## config.mk

```make
export PLATFORM = sky130hd
export DESIGN_NAME = reset_sequencer_flat
export DESIGN_NICKNAME = d
export VERILOG_FILES = /design/src/rtl/reset_sequencer_pkg.sv /design/src/rtl/reset_sequencer_if.sv /design/src/rtl/reset_sequencer_channel.sv /design/src/rtl/reset_sequencer.sv /design/src/flat_wrapper.sv
export SDC_FILE = /design/constraint.sdc
export NUM_CORES = 1
export LEC_CHECK = 0
export ABC_AREA = 1
export CAP_MARGIN = 10
export CORE_AREA = 3 3 40 42
export CTS_BUF_LIST = sky130_fd_sc_hd__clkbuf_4 sky130_fd_sc_hd__clkbuf_8
export DETAILED_ROUTE_END_ITERATION = 6
export DIE_AREA = 0 0 43 45
export GPL_ROUTABILITY_DRIVEN = 0
export MAX_ROUTING_LAYER = met4
export SLEW_MARGIN = 0
export SYNTH_ARGS = -nofsm -noshare
export SYNTH_HDL_FRONTEND = slang
export SYNTH_SLANG_ARGS = --single-unit
```

## constraint.sdc

```tcl
create_clock -name clk -period 2.4 [get_ports clk]
set_clock_uncertainty 0.2 [all_clocks]
set_input_delay 0.48 -clock clk [delete_from_list [all_inputs] [get_ports clk]]
set_output_delay 0.48 -clock clk [all_outputs]
set_load 0.01 [all_outputs]
```

## src/rtl/reset_sequencer_pkg.sv

```systemverilog
// Shared types and helpers for the reset sequencer: FSM states, window compare,
// and field extraction from the packed per-channel START/LEN parameters.
package reset_seq_pkg;

  typedef enum logic {
    SEQ_RUN  = 1'b0,
    SEQ_DONE = 1'b1
  } seq_state_e;

  // True when cnt lies in the half-open window [start, start+len); len 0 never matches.
  function automatic logic in_window(input int unsigned cnt,
                                     input int unsigned start,
                                     input int unsigned len);
    return (cnt >= start) && (cnt < start + len);
  endfunction

  // Extract field idx of width w from a packed vector (callers size-cast to 256 bits).
  function automatic int unsigned field(input logic [255:0] vec,
                                        input int unsigned  idx,
                                        input int unsigned  w);
    logic [255:0] sh;
    sh = vec >> (idx * w);
    return 32'(sh) & ((32'd1 << w) - 32'd1);
  endfunction

endpackage

```

## src/rtl/reset_sequencer_if.sv

```systemverilog
// Soft-restart handshake, status and per-channel reset outputs of the sequencer.
interface reset_sequencer_if #(parameter int NUM_CH = 2);
  logic              soft_req;
  logic              soft_ack;
  logic              seq_busy;
  logic              seq_done;
  logic [NUM_CH-1:0] ch_reset;

  modport master (output soft_req, input soft_ack, seq_busy, seq_done, ch_reset);
  modport slave  (input soft_req, output soft_ack, seq_busy, seq_done, ch_reset);
endinterface

```

## src/rtl/reset_sequencer_channel.sv

```systemverilog
// One reset channel: registered window compare on the pre-increment count,
// with an optional negedge retime stage for half-phase channels.
module reset_seq_channel
  import reset_seq_pkg::*;
#(
  parameter int unsigned CNT_W      = 3,
  parameter int unsigned START      = 2,
  parameter int unsigned LEN        = 2,
  parameter logic        HALF_PHASE = 1'b0,
  parameter logic        HOLD       = 1'b0
) (
  input  logic             clk,
  input  logic             reset,
  input  logic [CNT_W-1:0] cnt,
  input  logic             clear,
  output logic             ch_reset
);

  logic win;

  always_ff @(posedge clk or posedge reset) begin
    if (reset)      win <= HOLD;
    else if (clear) win <= 1'b0;
    else            win <= in_window(32'(cnt), START, LEN);
  end

  if (HALF_PHASE) begin : g_half
    logic win_neg;
    // Retime flop also resets to HOLD so the output is correct the instant reset rises.
    always_ff @(negedge clk or posedge reset) begin
      if (reset) win_neg <= HOLD;
      else       win_neg <= win;
    end
    assign ch_reset = win_neg;
  end else begin : g_full
    assign ch_reset = win;
  end

endmodule

```

## src/rtl/reset_sequencer.sv

```systemverilog
// Reset sequencer top: saturating sequence counter, run/done FSM with soft
// restart handshake, and one window channel per reset output.
//   state    | meaning
//   SEQ_RUN  | counter advancing toward SEQ_LEN, channel windows active
//   SEQ_DONE | counter saturated; a sampled soft_req restarts the sequence
module reset_sequencer
  import reset_seq_pkg::*;
#(
  parameter int                       NUM_CH        = 2,
  parameter int                       CNT_W         = 3,
  parameter int                       SEQ_LEN       = 4,
  parameter logic [NUM_CH*CNT_W-1:0]  START         = {3'd2, 3'd2},
  parameter logic [NUM_CH*CNT_W-1:0]  LEN           = {3'd2, 3'd2},
  parameter logic [NUM_CH-1:0]        HALF_PHASE    = 2'b01,
  parameter logic [NUM_CH-1:0]        HOLD_IN_RESET = 2'b00
) (
  input  logic              clk,
  input  logic              reset,
  reset_sequencer_if.slave  bus
);

  localparam logic [CNT_W-1:0] SEQ_END = CNT_W'(SEQ_LEN);

  if (NUM_CH < 1) begin : g_bad_num_ch
    $error("reset_sequencer: NUM_CH must be at least 1");
  end
  if (SEQ_LEN >= 2**CNT_W) begin : g_bad_seq_len
    $error("reset_sequencer: SEQ_LEN does not fit in CNT_W bits");
  end

  seq_state_e       state;
  logic [CNT_W-1:0] cnt;
  logic             seq_done;
  logic             soft_ack;
  logic             accept;
  logic [NUM_CH-1:0] ch_vec;

  assign accept = (state == SEQ_DONE) && bus.soft_req;

  always_ff @(posedge clk or posedge reset) begin
    if (reset) begin
      state    <= SEQ_RUN;
      cnt      <= '0;
      seq_done <= 1'b0;
      soft_ack <= 1'b0;
    end else begin
      soft_ack <= 1'b0;
      case (state)
        SEQ_RUN: begin
          if (cnt < SEQ_END) cnt <= cnt + 1'b1;
          if (cnt == SEQ_END) begin
            seq_done <= 1'b1;
            state    <= SEQ_DONE;
          end
        end
        SEQ_DONE: begin
          if (bus.soft_req) begin
            cnt      <= '0;
            seq_done <= 1'b0;
            soft_ack <= 1'b1;
            state    <= SEQ_RUN;
          end
        end
        default: state <= SEQ_RUN;
      endcase
    end
  end

  for (genvar i = 0; i < NUM_CH; i++) begin : g_ch
    localparam int unsigned CH_START = field(256'(START), i, CNT_W);
    localparam int unsigned CH_LEN   = field(256'(LEN), i, CNT_W);

    if (CH_START + CH_LEN > SEQ_LEN) begin : g_bad_window
      $error("reset_sequencer: channel window extends past SEQ_LEN");
    end

    reset_seq_channel #(
      .CNT_W      (CNT_W),
      .START      (CH_START),
      .LEN        (CH_LEN),
      .HALF_PHASE (HALF_PHASE[i]),
      .HOLD       (HOLD_IN_RESET[i])
    ) u_ch (
      .clk      (clk),
      .reset    (reset),
      .cnt      (cnt),
      .clear    (accept),
      .ch_reset (ch_vec[i])
    );
  end

  assign bus.ch_reset = ch_vec;
  assign bus.soft_ack = soft_ack;
  assign bus.seq_done = seq_done;
  assign bus.seq_busy = ~seq_done;

endmodule

```

## src/flat_wrapper.sv

```systemverilog
// flat-port wrapper written by rule: the top's interface ports become plain ports
module reset_sequencer_flat import reset_seq_pkg::*;
#(
  parameter int                       NUM_CH        = 2,
  parameter int                       CNT_W         = 3,
  parameter int                       SEQ_LEN       = 4,
  parameter logic [NUM_CH*CNT_W-1:0]  START         = {3'd2, 3'd2},
  parameter logic [NUM_CH*CNT_W-1:0]  LEN           = {3'd2, 3'd2},
  parameter logic [NUM_CH-1:0]        HALF_PHASE    = 2'b01,
  parameter logic [NUM_CH-1:0]        HOLD_IN_RESET = 2'b00
)
  (clk, reset, bus_soft_req, bus_soft_ack, bus_seq_busy, bus_seq_done, bus_ch_reset);
  reset_sequencer_if #(.NUM_CH(NUM_CH)) bus_i ();
  input  logic clk;
  input  logic reset;
  input wire logic [$bits(bus_i.soft_req)-1:0] bus_soft_req;
  output wire logic [$bits(bus_i.soft_ack)-1:0] bus_soft_ack;
  output wire logic [$bits(bus_i.seq_busy)-1:0] bus_seq_busy;
  output wire logic [$bits(bus_i.seq_done)-1:0] bus_seq_done;
  output wire logic [$bits(bus_i.ch_reset)-1:0] bus_ch_reset;
  assign bus_i.soft_req = bus_soft_req;
  assign bus_soft_ack = bus_i.soft_ack;
  assign bus_seq_busy = bus_i.seq_busy;
  assign bus_seq_done = bus_i.seq_done;
  assign bus_ch_reset = bus_i.ch_reset;
  reset_sequencer #(.NUM_CH(NUM_CH), .CNT_W(CNT_W), .SEQ_LEN(SEQ_LEN), .START(START), .LEN(LEN), .HALF_PHASE(HALF_PHASE), .HOLD_IN_RESET(HOLD_IN_RESET)) u_core (.clk(clk), .reset(reset), .bus(bus_i));
endmodule
```

Word-level counts from Yosys, hierarchy flattened
Index checks and enable logic that the tools add are counted.
{ "word_totals": {"register_bits": 8, "inputBits": 3, "out_inout_bits": 5, "elab_cells": 32} }
{ "classes": {"n_addsub": 1, "order_cmp": 3, "n_eq_ne": 4, "mux": 12, "n_bitwise": 2, "n_reduce_logical": 4} }
{ "ops": {"columns": ["op", "count"], "rows": [
  ["$mux W1", 7],
  ["$lt A3 B3 Y1 const B", 2],
  ["$mux W3", 2],
  ["$pmux W3 S2", 1],
  ["$ne A2 B1 Y1 const B", 2],
  ["$pmux W1 S2", 2],
  ["$reduce_and A2 Y1", 2],
  ["$add A3 B1 Y3 const B", 1],
  ["$eq A3 B3 Y1 const B", 1],
  ["$ge A3 B2 Y1 const B", 1],
  ["$logic_and A1 B1 Y1", 2],
  ["$ne A2 B2 Y1 const B", 1],
  ["$not A1 Y1", 2]
]} }

Longest topological paths before layout
{ "depth": {"depth_word": 3, "ltp_mapped": 5, "depth_no_buf": 5} }

By module
Synthesis repeated with hierarchy kept, for this count alone.
{ "hier_totals": {"cells_unflattened": 41, "hier_area_um2": 377.9} }
{ "by_module_without_submodules": {"columns": ["module", "instances", "cells_per_inst", "area_per_inst_um2", "seq_area_each_um2"], "rows": [
  ["reset_sequencer", 1, 30, 267.8, 150.1],
  ["reset_seq_channel at u_core.g_ch[0].u_ch", 1, 6, 67.6, 50.0],
  ["reset_seq_channel at u_core.g_ch[1].u_ch", 1, 5, 42.5, 25.0]
]} }

==> run summary <==
status = finished with violations
failing checks = negative setup slack
initial antenna violation count = 0
combinational share of power = 38.4%
Setup TNS = -0.236 ns
DIE WIDTH = 43 um
Rel. slew slack = 88.6%
max incr delay on CP = 0.37 ns
delay-heaviest family, CP = flip-flops
Crit. End Element = output pin
Layout Nets = 54
hpwl dp = 437 um
Setup Fix Bufs, Post-CTS = 0
final max-slew violation count = 0
CTS root buffer = clkbuf_4
Clock transition at path regs = 0.06 ns
critical path class = flop to output pin
share of layout cells above drive strength 1 = 16.7%
final worst slack = -0.236 ns
total CTS buffers = 3
overall power = 0.589 mW
Die Area = 1940 sq um
routed vias = 259
sequential share of power = 40.1%
RSZ-0062 raised after global routing = yes
H-tree levels = 1
Mapped Area = 350 sq um
Worst VDD drop = 0.513 mV
Clk pwr share = 21.5%
R2R depth = 0
sequential share of the synthesized area = 57.1%
PD cells = 1290 nW/um^2
Die H = 45 um
cell depth of the worst setup path = 1
Syn Inst Count = 38
synth unique cells = 12
CP max stage cell = dfrtn_1
hold crit path type = input pin to async pin
register bit count reported by yosys = 8
Final Cell Area = 457 sq um
vias per cell = 4.11
largest net degree at the start of global routing = 8
row count = 13
leakage = 0.254 nW
gr usage total = 8.74%
WP data arrival = 1.96 ns
DR WL/cell = 9.90 um
initial drt markers = 6
required time of the critical path = 1.72 ns
CTS tree = built
Max-Cap Viols = 0
I/O Buffers = 7
Initial Util = 27.3%
DRT Wirelength = 624 um
switching share of total power = 35.9%
Int Power = 0.378 mW
Setup-failing EPs final = 1
gr ovfl total = 0
later-pin clock latency in the skew report = 0.26 ns
Fin. Hold Viols = 0
diode count = 0
switching power of the nets = 0.212 mW
core area = 1280 sq um
CTS Sinks = 8
number of global-route vias before repair = 274
ANT nets after route = 0
synth-to-layout area growth = 30.4%
Synthesized Nets = 43
Syn Area/Cell = 9.22 sq um
crit path launch type = flop
WP buf/inv = 1
first-pass iteration count of the detailed router = 4
CP cell instances = buf_2
Ports = 8
Worst Max-Slew Pin Slew = 0.170 ns
global-route wire length before repair = 1170 um
placed instance area = 432 sq um
Max clock buf depth = 2
Syn. warnings = 0
Hold WS = 0.319 ns
DR DRC count = 0
Worst Path Max Fanout = 1
[final timing paths]
path	from	endpoint	slack, ns
min in group clk	u_core.bus.seq_done	u_core.bus.seq_done	0.32
min reg2reg	u_core.bus.seq_done	u_core.bus.seq_done	0.32
max in group asynchronous	reset	u_core.g_ch[0].u_ch.ch_reset	0.61
max	u_core.g_ch[0].u_ch.ch_reset	bus_ch_reset[0]	-0.24
max reg2reg	u_core.g_ch[0].u_ch.win	u_core.g_ch[0].u_ch.ch_reset	0.48
min	reset	u_core.g_ch[0].u_ch.win	0.32
[final cells by class]
class	instances	area [sq um]
Clock buffer	4	30.0
Inverter	7	26.3
Fill cell	145	828
Tap cell	15	18.8
Multi-Input combinational cell	21	109
Sequential cell	8	200
Timing Repair Buffer	8	72.6
[cells in the mapped netlist]
cell / number / area (sq um)
buf_4: 2 / 15.0
dfrtn_1: 1 / 25.0
dfrtp_1: 7 / 175
ha_1: 2 / 25.0
inv_1: 6 / 22.5
inv_2: 1 / 3.75
nand2_1: 10 / 37.5
nand3_1: 3 / 15.0
nor2_1: 3 / 11.3
o21ai_0: 1 / 5.00
o21ai_2: 1 / 8.76
or2_0: 1 / 6.26
[per-layer routing]
metal  vias up  global-route usage (%)  part of all wire (%)
li1        131                       -                     -
met1       114                    8.89                    41
met4         0                    5.42                   1.6
met5         -                       -                     0
met3         3                    5.18                    13
met2        11                    12.9                    43
[sequential cells by signal, summed over array words and instances (netlist names)]
register,cells
u_core.bus.soft_ack,1
u_core.cnt,3
u_core.state,1
u_core.g_ch.u_ch.ch_reset,1
u_core.bus.seq_done,1
u_core.g_ch.u_ch.win,1
[power by group through the flow]
stage | registers [mW] | logic (mW) | clock network, mW
6_report | 0.236 | 0.226 | 0.126
4_1_cts | 0.236 | 0.233 | 0.132
3_5_place_dp | 0.238 | 0.230 | 0
5_1_grt | 0.248 | 0.270 | 0.136
3_3_place_gp | 0.236 | 0.228 | 0
2_1_floorplan | 0.235 | 0.151 | 0
[repair_timing]
action / 4_1_cts / 5_1_grt
pin swaps: 0 / 0
endpoints found under the setup margin: 1 / 1
hold buffers: 0 / 0
resized for setup: 4 / 0
[layout by cell type (no fill, tap or decap)]
cell type and instances:
nand3_1 3, buf_4 1, dfrtn_1 1, inv_1 6
or2_0 1, buf_2 1, ha_1 2, clkbuf_4 4
nand2_1 10, inv_2 1, dfrtp_1 7, o21ai_2 1
o21ai_0 1, clkdlybuf4s50_1 6, nor2_1 3
[per-stage QoR]
| step | setup slack, ns | utilization [%] | instances |
|---|---|---|---|
| 2_1_floorplan | 0.0513 | - | 38 |
| 3_3_place_gp | -0.364 | 33.6 | 59 |
| 3_5_place_dp | -0.366 | 33.6 | 59 |
| 4_1_cts | -0.246 | 35.5 | 63 |
| 5_1_grt | -0.280 | 35.5 | 63 |
| 6_report | -0.236 | 35.5 | 63 |
[cells by family (layout without fill, tap and decap cells)]
kind of cell	Yosys count	after routing	synth area share, %
and+or+nand+nor	17	17	20.0
buffers and inverters	9	19	11.8
DFF	8	8	57.1
adders and majority gates	2	2	7.14
AOI/OAI and AO/OA	2	2	3.93
No activity file was read; power rests on OpenSTA's default activity.
